$ cat config.mk
export PLATFORM = sky130hd
export DESIGN_NAME = buzzer_tone_seq
export DESIGN_NICKNAME = d
export VERILOG_FILES = /design/src/rtl/buzzer_tone_seq_pkg.sv /design/src/rtl/buzzer_tone_seq_nco_pwm.sv /design/src/rtl/buzzer_tone_seq.sv
export SDC_FILE = /design/constraint.sdc
export NUM_CORES = 1
export LEC_CHECK = 0
export ABC_AREA = 1
export BUFFER_PORTS_ARGS = -buffer_cell sky130_fd_sc_hd__buf_4
export CAP_MARGIN = 25
export CORE_AREA = 4 4 123 137
export DETAILED_ROUTE_END_ITERATION = 8
export DIE_AREA = 0 0 127 141
export GPL_ROUTABILITY_DRIVEN = 0
export PLACE_DENSITY = 0.77
export SKIP_LAST_GASP = 1
export SLEW_MARGIN = 25
export SYNTH_ARGS = -nofsm -noshare
export SYNTH_HDL_FRONTEND = slang
export SYNTH_HIERARCHICAL = 1
export SYNTH_SLANG_ARGS = --single-unit
$ cat constraint.sdc
create_clock -name clk -period 3 [get_ports clk]
set_clock_uncertainty 0.1 [all_clocks]
set_input_delay 0.3 -clock clk [delete_from_list [all_inputs] [get_ports clk]]
set_output_delay 0.3 -clock clk [all_outputs]
set_load 0.02 [all_outputs]
$ cat src/rtl/buzzer_tone_seq_pkg.sv
// Shared state encodings, default tone table and key priority helper
// for the buzzer tone sequencer.
package buzzer_pkg;

  typedef enum logic [1:0] {
    IDLE = 2'd0,
    BEEP = 2'd1,
    GAP  = 2'd2
  } state_t;

  localparam logic [127:0] TONE_STEPS_DEF =
    {32'd17180, 32'd12885, 32'd10308, 32'd8590};

  function automatic logic [2:0] low_idx(input logic [7:0] v);
    low_idx = 3'd0;
    for (int i = 7; i >= 0; i--) begin
      if (v[i]) low_idx = 3'(i);
    end
  endfunction

endpackage

$ cat src/rtl/buzzer_tone_seq_nco_pwm.sv
// Phase accumulator with registered duty compare; the PWM output
// lags the accumulator by one clock.
module nco_pwm #(
  parameter int N = 32
) (
  input  logic         clk,
  input  logic         rst_n,
  input  logic         en,
  input  logic         clr,
  input  logic [N-1:0] step,
  input  logic [N-1:0] duty,
  output logic         pwm_out
);

  logic [N-1:0] acc;

  always_ff @(posedge clk or posedge rst_n) begin
    if (rst_n) begin
      acc     <= '0;
      pwm_out <= 1'b0;
    end else begin
      if (clr) begin
        acc <= '0;
      end else if (en) begin
        acc <= acc + step;
      end
      pwm_out <= (acc < duty);
    end
  end

endmodule

$ cat src/rtl/buzzer_tone_seq.sv
// Key-triggered beep sequencer: key k plays k+1 beeps at tone k,
// with a duty cycle that advances on every accepted trigger.
module buzzer_tone_seq
  import buzzer_pkg::*;
#(
  parameter int N           = 32,
  parameter int NUM_KEYS    = 4,
  parameter logic [NUM_KEYS*N-1:0] TONE_STEPS = TONE_STEPS_DEF,
  parameter logic [N-1:0]   DUTY_STEP   = 32'd429496729,
  parameter int BEEP_CYCLES = 12_500_000,
  parameter int GAP_CYCLES  = 5_000_000
) (
  input  logic                clk,
  input  logic                rst_n,
  input  logic [NUM_KEYS-1:0] key_pulse,
  input  logic                stop,
  output logic                buzzer,
  output logic                busy,
  output logic [2:0]          beep_idx
);

  localparam int TMAX = (BEEP_CYCLES > GAP_CYCLES) ?
                        BEEP_CYCLES : GAP_CYCLES;
  localparam int TW = (TMAX < 2) ? 1 : $clog2(TMAX + 1);
  localparam logic [TW-1:0] BEEP_LAST = TW'(BEEP_CYCLES - 1);
  localparam logic [TW-1:0] GAP_LAST  = TW'(GAP_CYCLES - 1);

  state_t         state_q, state_d;
  logic [TW-1:0]  timer_q, timer_d;
  logic [3:0]     rem_q, rem_d;
  logic [N-1:0]   step_q, step_d;
  logic [N-1:0]   duty_q, duty_d;
  logic [2:0]     idx_q, idx_d;
  logic           busy_q;
  logic           pwm_out;
  logic [7:0]     keys8;
  logic [2:0]     key_sel;
  logic [N-1:0]   key_step;

  always_comb begin
    keys8 = '0;
    keys8[NUM_KEYS-1:0] = key_pulse;
  end

  assign key_sel = low_idx(keys8);

  always_comb begin
    key_step = '0;
    for (int i = 0; i < NUM_KEYS; i++) begin
      if (key_sel == 3'(i)) key_step = TONE_STEPS[i*N +: N];
    end
  end

  always_comb begin
    state_d = state_q;
    timer_d = timer_q;
    rem_d   = rem_q;
    step_d  = step_q;
    duty_d  = duty_q;
    idx_d   = idx_q;
    unique case (state_q)
      IDLE: begin
        // stop on the same edge drops the trigger entirely
        if (!stop && |key_pulse) begin
          step_d  = key_step;
          rem_d   = {1'b0, key_sel} + 4'd1;
          idx_d   = key_sel;
          duty_d  = duty_q + DUTY_STEP;
          timer_d = '0;
          state_d = BEEP;
        end
      end
      BEEP: begin
        if (stop) begin
          timer_d = '0;
          rem_d   = '0;
          state_d = IDLE;
        end else if (timer_q == BEEP_LAST) begin
          timer_d = '0;
          rem_d   = rem_q - 4'd1;
          state_d = (rem_q > 4'd1) ? GAP : IDLE;
        end else begin
          timer_d = timer_q + TW'(1);
        end
      end
      GAP: begin
        if (stop) begin
          timer_d = '0;
          rem_d   = '0;
          state_d = IDLE;
        end else if (timer_q == GAP_LAST) begin
          timer_d = '0;
          state_d = BEEP;
        end else begin
          timer_d = timer_q + TW'(1);
        end
      end
      default: begin
        timer_d = '0;
        rem_d   = '0;
        state_d = IDLE;
      end
    endcase
  end

  always_ff @(posedge clk or posedge rst_n) begin
    if (rst_n) begin
      state_q <= IDLE;
      timer_q <= '0;
      rem_q   <= '0;
      step_q  <= '0;
      duty_q  <= DUTY_STEP;
      idx_q   <= '0;
      busy_q  <= 1'b0;
    end else begin
      state_q <= state_d;
      timer_q <= timer_d;
      rem_q   <= rem_d;
      step_q  <= step_d;
      duty_q  <= duty_d;
      idx_q   <= idx_d;
      busy_q  <= (state_d != IDLE);
    end
  end

  nco_pwm #(
    .N(N)
  ) u_nco (
    .clk    (clk),
    .rst_n  (rst_n),
    .en     (state_q == BEEP),
    .clr    (state_q == IDLE),
    .step   (step_q),
    .duty   (duty_q),
    .pwm_out(pwm_out)
  );

  // state is reset asynchronously, so this silences at once on reset
  assign buzzer   = ~(pwm_out & (state_q == BEEP));
  assign busy     = busy_q;
  assign beep_idx = idx_q;

endmodule

==> metrics.cfg, run 1 <==
[clock_network]
cts.sinks = 107
clockBufferDepth = 2
numCtsBuffers = 9
cts_root_buf = clkbuf_16
htree_num_levels = 3
clock_latency_ns = 0.36
path_clk_slew_ns = 0.08
cts_tree = built
postCtsSetupBuffers = 0

[logic_synthesis]
netlist_instances = 1409
synth.top_cell.area_share_pct = 25.49
yosysMostFrequentCell = nand2_1
synth_edf_count = 0
synth_area_leaders = dfrtp_1, nand2_1, ha_1
avgSynthCellArea_um2 = 6.411
ys_seq_elements = 107
synth_top_area_cell = dfrtp_1
ys_top_cells_by_count = nand2_1, inv_1, nor2_1, dfrtp_1, nand3_1
ys.warnings.count = 6
synthDistinctLibCells = 40
synth_ff_type = dfrtp_1
ys_seq_area_share_pct = 29.85
synth_area_mm2 = 0.009032
synth-async-reset-ratio_pct = 100.0

[setup_path]
cp.arrival_ns = 2.33
crit_path_top_delay_cell = dfrtp_1
crit_chain = ha_1, inv_1, fa_1, inv_1, nand3_1, nand3_1, nand3_1, nand3_2, nand2_1, nand2_1, nand2_1, nand3_1, nand2_1
crit_fanout = 4
max_stage_delay_ns = 0.40
start_kind = register
cp.buffers_inverters = 2
end_kind = register
worst-setup-path-type = reg2reg
cp.required_ns = 3.15
cp_top_family = simple AND/OR/NAND/NOR gates

[global_route]
grt_pass1_vias = 8212
antenna_found_initial = 0
grt_overflow = 0
grt_pass1_wl_mm = 38.36
grt_use_total_pct = 26.09
grt_max_degree = 75

[floorplanning]
die_w_um = 127
fp.dieH_um = 141
coreArea_mm2 = 0.01549
dieArea_mm2 = 0.01791
ios = 12
start_util_pct = 58.29
rows = 48

[placed_design]
place_area_mm2 = 0.009412
numPortBuffers = 10
dpl.hpwl_mm = 17.08
dp_cells = 1628

[pwr]
power_mw = 8.455
p_leak_nw = 5.495
ir_worst_vdd_mv = 0.8034
p_per_area_mw_per_mm2 = 869.2

[route]
wl_per_cell_um = 13.56
wl_met1_mm = 10.08
vias_per_cell = 5.288
vias = 8699
wl_met2_mm = 10.42
maxUsedRoutingLayer = met4
dr_wl_met3_mm = 1.180
dr.pass1.iters = 5
ant_nets = 0
wl_mm = 22.31
drc = 0
drt_iter0_drc = 646

[timing]
final-max-slew-violation-count = 0
fin_crit_ns = 2.185
whs_ns = 0.1054
fin_crit_sh_pct = 72.84
tightest_slew_ns = 0.8213
fmax_ghz = 0.4576
rsz0062_at_grt = false
hold_viol = 0
setup_viol = 0
slew-limit-headroom_pct = 45.18
fin_setup_tns_ns = 0

[cells_and_area]
final.fill_count = 1470
final_area_mm2 = 0.009727
final_nets = 1523
syn_to_final_growth_pct = 7.688
diodes = 0
fin_cells = 1645
layout-drive-gt1-share_pct = 5.882

[min_path]
hold_path_class = in2reg

[flow_run]
drv_cap = 0

[status]
outcome = complete, no violations

==> path summary, 6_finish.rpt <==
| path | slack (ns) | from | end | cells past startpoint |
|---|---|---|---|---|
| setup / recovery | 0.81 | step_q[12]$_DFFE_PP0P_ | u_nco/acc[20]$_DFFE_PP0P_ | 13 |
| hold / removal | 0.11 | stop | rem_q[3]$_DFFE_PP0P_ | 4 |
| setup reg to reg | 0.81 | step_q[12]$_DFFE_PP0P_ | u_nco/acc[20]$_DFFE_PP0P_ | 13 |
| hold reg to reg | 0.40 | duty_q[20]$_DFFE_PP1P_ | duty_q[20]$_DFFE_PP1P_ | 2 |
| max in group asynchronous | 1.91 | rst_n | u_nco/acc[31]$_DFFE_PP0P_ | 4 |
| min in group asynchronous | 0.50 | rst_n | beep_idx[0]$_DFFE_PP0P_ | 4 |
==> timing repair <==
action / 4_1_cts / 5_1_grt
hold buffers: 1 / 0
hold endpoints to repair: 92 / 0
gates resized for setup: 0 / 0
==> final cells by class <==
cell class | count | area (µm²) | area share [%]
inverters | 248 | 930.9 | 9.570
clock buffers | 11 | 242.7 | 2.495
multi-input cells | 1056 | 5394 | 55.45
flip-flops and latches | 107 | 2696 | 27.72
repair buffers | 18 | 150.1 | 1.544
well taps | 200 | 250.2 | 2.573
clock inverters | 5 | 62.56 | 0.6432
==> state kept, by name (all words and copies together) (netlist names) <==
| register | count |
|---|---|
| timer_q | 24 |
| state_q | 2 |
| duty_q | 32 |
| u_nco/acc | 32 |
| beep_idx | 2 |
| step_q | 9 |
| rem_q | 4 |
| u_nco/pwm_out | 1 |
| busy | 1 |
==> cell usage in the layout, fill, tap and decap left out, types with 8 or more instances in the layout <==
master,n
clkbuf_16,9
nor3_1,21
dfrtp_1,92
ha_1,75
xnor2_1,8
conb_1,20
dfstp_2,15
nor2_1,114
a21oi_1,56
xor2_1,27
o21ai_0,46
o21ai_1,8
nor2_2,10
inv_1,245
o22ai_1,9
buf_4,16
nand3_1,89
nand4_1,27
nand2_2,15
nand2_1,496
==> logic make-up (layout without fill, tap and decap cells) <==
logic type                 after synthesis  after routing  synth area share, %
adders and majority gates               76             76                10.61
other                                    1             20              0.04152
DFF                                    107            107                29.85
xor gates and xnor gates                35             35                3.394
AOI/OAI and AO/OA                      134            134                8.090
buffers and inverters                  265            282                11.28
and+or+nand+nor                        791            791                36.74
==> worst reg2reg max path: stages, from the launching register on <==
cell	delay, ns
dfrtp_1	0.40
ha_1	0.22
inv_1	0.06
fa_1	0.40
inv_1	0.12
nand3_1	0.07
nand3_1	0.15
nand3_1	0.11
nand3_2	0.12
nand2_1	0.08
nand2_1	0.06
nand2_1	0.05
nand3_1	0.08
nand2_1	0.05
==> power by group <==
part	leakage, nW	switching, mW	internal (mW)
Sequential	1.37	0.622	2.02
Clock	0.148	0.581	0.678
Combinational	3.98	2.97	1.59
==> per-layer routing <==
layer | track usage, % | up-vias
met2 | 43.53 | 252
met5 | 0 | -
met4 | 9.768 | 0
met1 | 35.08 | 3952
met3 | 2.690 | 44
li1 | - | 4451
==> per-stage QoR <==
step,setup slack [ns],utilization (%)
finish,0.8147,62.77
global route,0.5679,62.77
CTS,0.8249,62.77
detailed placement,0.8500,60.74
global placement,0.9201,60.74
floorplan,0.7432,-
No activity file was read; power rests on OpenSTA's default activity.
==> run 2, diff against run 1 <==
--- a/config.mk
+++ b/config.mk
@@ -12,7 +12,7 @@
 export DETAILED_ROUTE_END_ITERATION = 8
 export DIE_AREA = 0 0 127 141
 export GPL_ROUTABILITY_DRIVEN = 0
-export PLACE_DENSITY = 0.77
+export PLACE_DENSITY = 0.8
 export SKIP_LAST_GASP = 1
 export SLEW_MARGIN = 25
 export SYNTH_ARGS = -nofsm -noshare
==> constraint.sdc (replaced) <==
create_clock -name clk -period 1.9 [get_ports clk]
set_clock_uncertainty 0.1 [all_clocks]
set_input_delay 0.19 -clock clk [delete_from_list [all_inputs] [get_ports clk]]
set_output_delay 0.19 -clock clk [all_outputs]
set_load 0.02 [all_outputs]
==> metrics.cfg, run 2 (same netlist as run 1, synthesis figures left out) <==
[status]
outcome = complete, but fails checks
violations = setup timing

[placed_design]
numPortBuffers = 10
dpl.hpwl_mm = 17.95
place_area_mm2 = 0.01009

[route]
wl_per_cell_um = 15.21
drt_iter0_drc = 815
vias = 9564
wl_mm = 26.59
dr.pass1.iters = 5
drc = 0
ant_nets = 0
vias_per_cell = 5.468

[floorplanning]
rows = 48
die_w_um = 127
coreArea_mm2 = 0.01549
dieArea_mm2 = 0.01791
ios = 12
start_util_pct = 58.29
fp.dieH_um = 141

[clock_network]
htree_num_levels = 3
numCtsBuffers = 9
path_clk_slew_ns = 0.07
clockBufferDepth = 2
clock_latency_ns = 0.37
cts.sinks = 107
cts_tree = built
cts_root_buf = clkbuf_16

[setup_path]
r2r_slack_ns = -0.10
start_kind = register
crit_end = u_nco/acc[4]$_DFFE_PP0P_
regToRegStartpoint = step_q[12]$_DFFE_PP0P_
cp.required_ns = 2.05
crit_fanout = 3
end_kind = register
cp.arrival_ns = 2.15
reg2reg_depth = 9
worst-setup-path-type = reg2reg
timing.rr.end = u_nco/acc[4]$_DFFE_PP0P_
startpoint = step_q[12]$_DFFE_PP0P_

[cells_and_area]
syn_to_final_growth_pct = 25.18
utilization_pct = 72.97
final.fill_count = 1152
multi_input_area_mm2 = 0.006058
reg.largest.list = duty_q (32), u_nco/acc (32), timer_q (24)
diodes = 0
final_nets = 1627
layout_commonest_cell = nand2_1
final_cell_mix = nand2_1, inv_1, buf_4
seq_area_mm2 = 0.002705
layout-drive-gt1-share_pct = 21.17
final_area_mm2 = 0.01131

[timing]
fin_setup_tns_ns = -0.9582
fmax_ghz = 0.4992
final-max-slew-violation-count = 0
whs_ns = 0.2437
tightest_slew_ns = 0.5003
slew-limit-headroom_pct = 66.64
rsz0062_at_grt = true
setup_viol = 27
hold_viol = 0
fin_ws_ns = -0.1031
fin_crit_sh_pct = 105.4
fin_crit_ns = 2.003

[pwr]
power_mw = 16.07
p_per_area_mw_per_mm2 = 1421
ir_worst_vdd_mv = 1.093
p_leak_nw = 6.159

[global_route]
grt_max_degree = 46
grt_pass1_wl_mm = 40.88
grt_use_total_pct = 27.76
grt_pass1_vias = 8973
antenna_found_initial = 0
grt_overflow = 0

[min_path]
hold_path_class = in2reg
min_path_cells = 5

[flow_run]
drv_cap = 0

run 2: changes by cell type in the layout (fill, tap and decap cells not counted), moves of 10 or more:
cell / before / now
buf_4: 16 / 108
a21oi_1: 56 / 46
inv_1: 245 / 234
nand3_2: 4 / 16
nor2_1: 114 / 96
nand3_1: 89 / 74
ha_1: 75 / 54
a21oi_2: 0 / 10
ha_4: 0 / 14
nand2_4: 0 / 12
nand2_1: 496 / 449
nand2_2: 15 / 50
nor2_4: 3 / 15
run 2: final cells by class:
type                            count  share of cell area [%]
Clock buffer                        9                   1.992
Clock inverter                      7                  0.8631
Inverter                          248                   8.299
Multi-Input combinational cell   1056                   53.58
Sequential cell                   107                   23.92
Tap cell                          200                   2.213
Timing Repair Buffer              122                   9.129
run 2: critical path, cell delays in order (launching register included):
cell and delay, ns:
dfrtp_1 0.38, ha_2 0.20, inv_2 0.07, fa_2 0.23, inv_2 0.06, nand3_2 0.08, nand3_4 0.11, buf_4 0.16
or2_2 0.29, a32o_1 0.22
run 2: timing repair:
| item | CTS | global route |
|---|---|---|
| buffers inserted | 3 | 17 |
| gates resized for setup | 26 | 157 |
| endpoints found under the setup margin | 27 | 96 |
| gates cloned | 0 | 1 |
| hold endpoints to repair | 42 | 0 |
| pin swaps | 5 | 34 |
| hold buffers | 2 | 0 |
run 2: routing by layer:
metal	share of wire, %	global-route usage [%]	wire [µm]
met5	0	0	0
met4	4.9	11.97	1313
met3	5.8	2.842	1551
met2	49	47.69	12910
met1	41	35.49	10820
run 2: power by group:
group	leakage (nW)	total, mW	switching (mW)	internal (mW)
Sequential	1.36	4.09	0.891	3.19
Clock	0.152	2.11	0.949	1.17
Combinational	4.65	9.87	5.83	4.04
run 2: stage by stage:
step,worst slack [ns],cells
2_1_floorplan,0.02476,1428
3_3_place_gp,-0.02770,1710
3_5_place_dp,-0.1030,1710
4_1_cts,-0.01132,1731
5_1_grt,-0.1782,1749
6_report,-0.1031,1749
run 2: worst min-delay path by stage:
stage                       startpoint                  endpoint  slack [ns]
final                     key_pulse[1]   beep_idx[1]$_DFFE_PP0P_        0.24
after global routing      key_pulse[1]   beep_idx[1]$_DFFE_PP0P_        0.28
after CTS                 key_pulse[1]   beep_idx[1]$_DFFE_PP0P_        0.24
after global placement           rst_n    duty_q[31]$_DFFE_PP0P_        0.11
after detailed placement         rst_n    duty_q[29]$_DFFE_PP0P_        0.11
after floorplan                  rst_n  u_nco/acc[0]$_DFFE_PP0P_        0.22
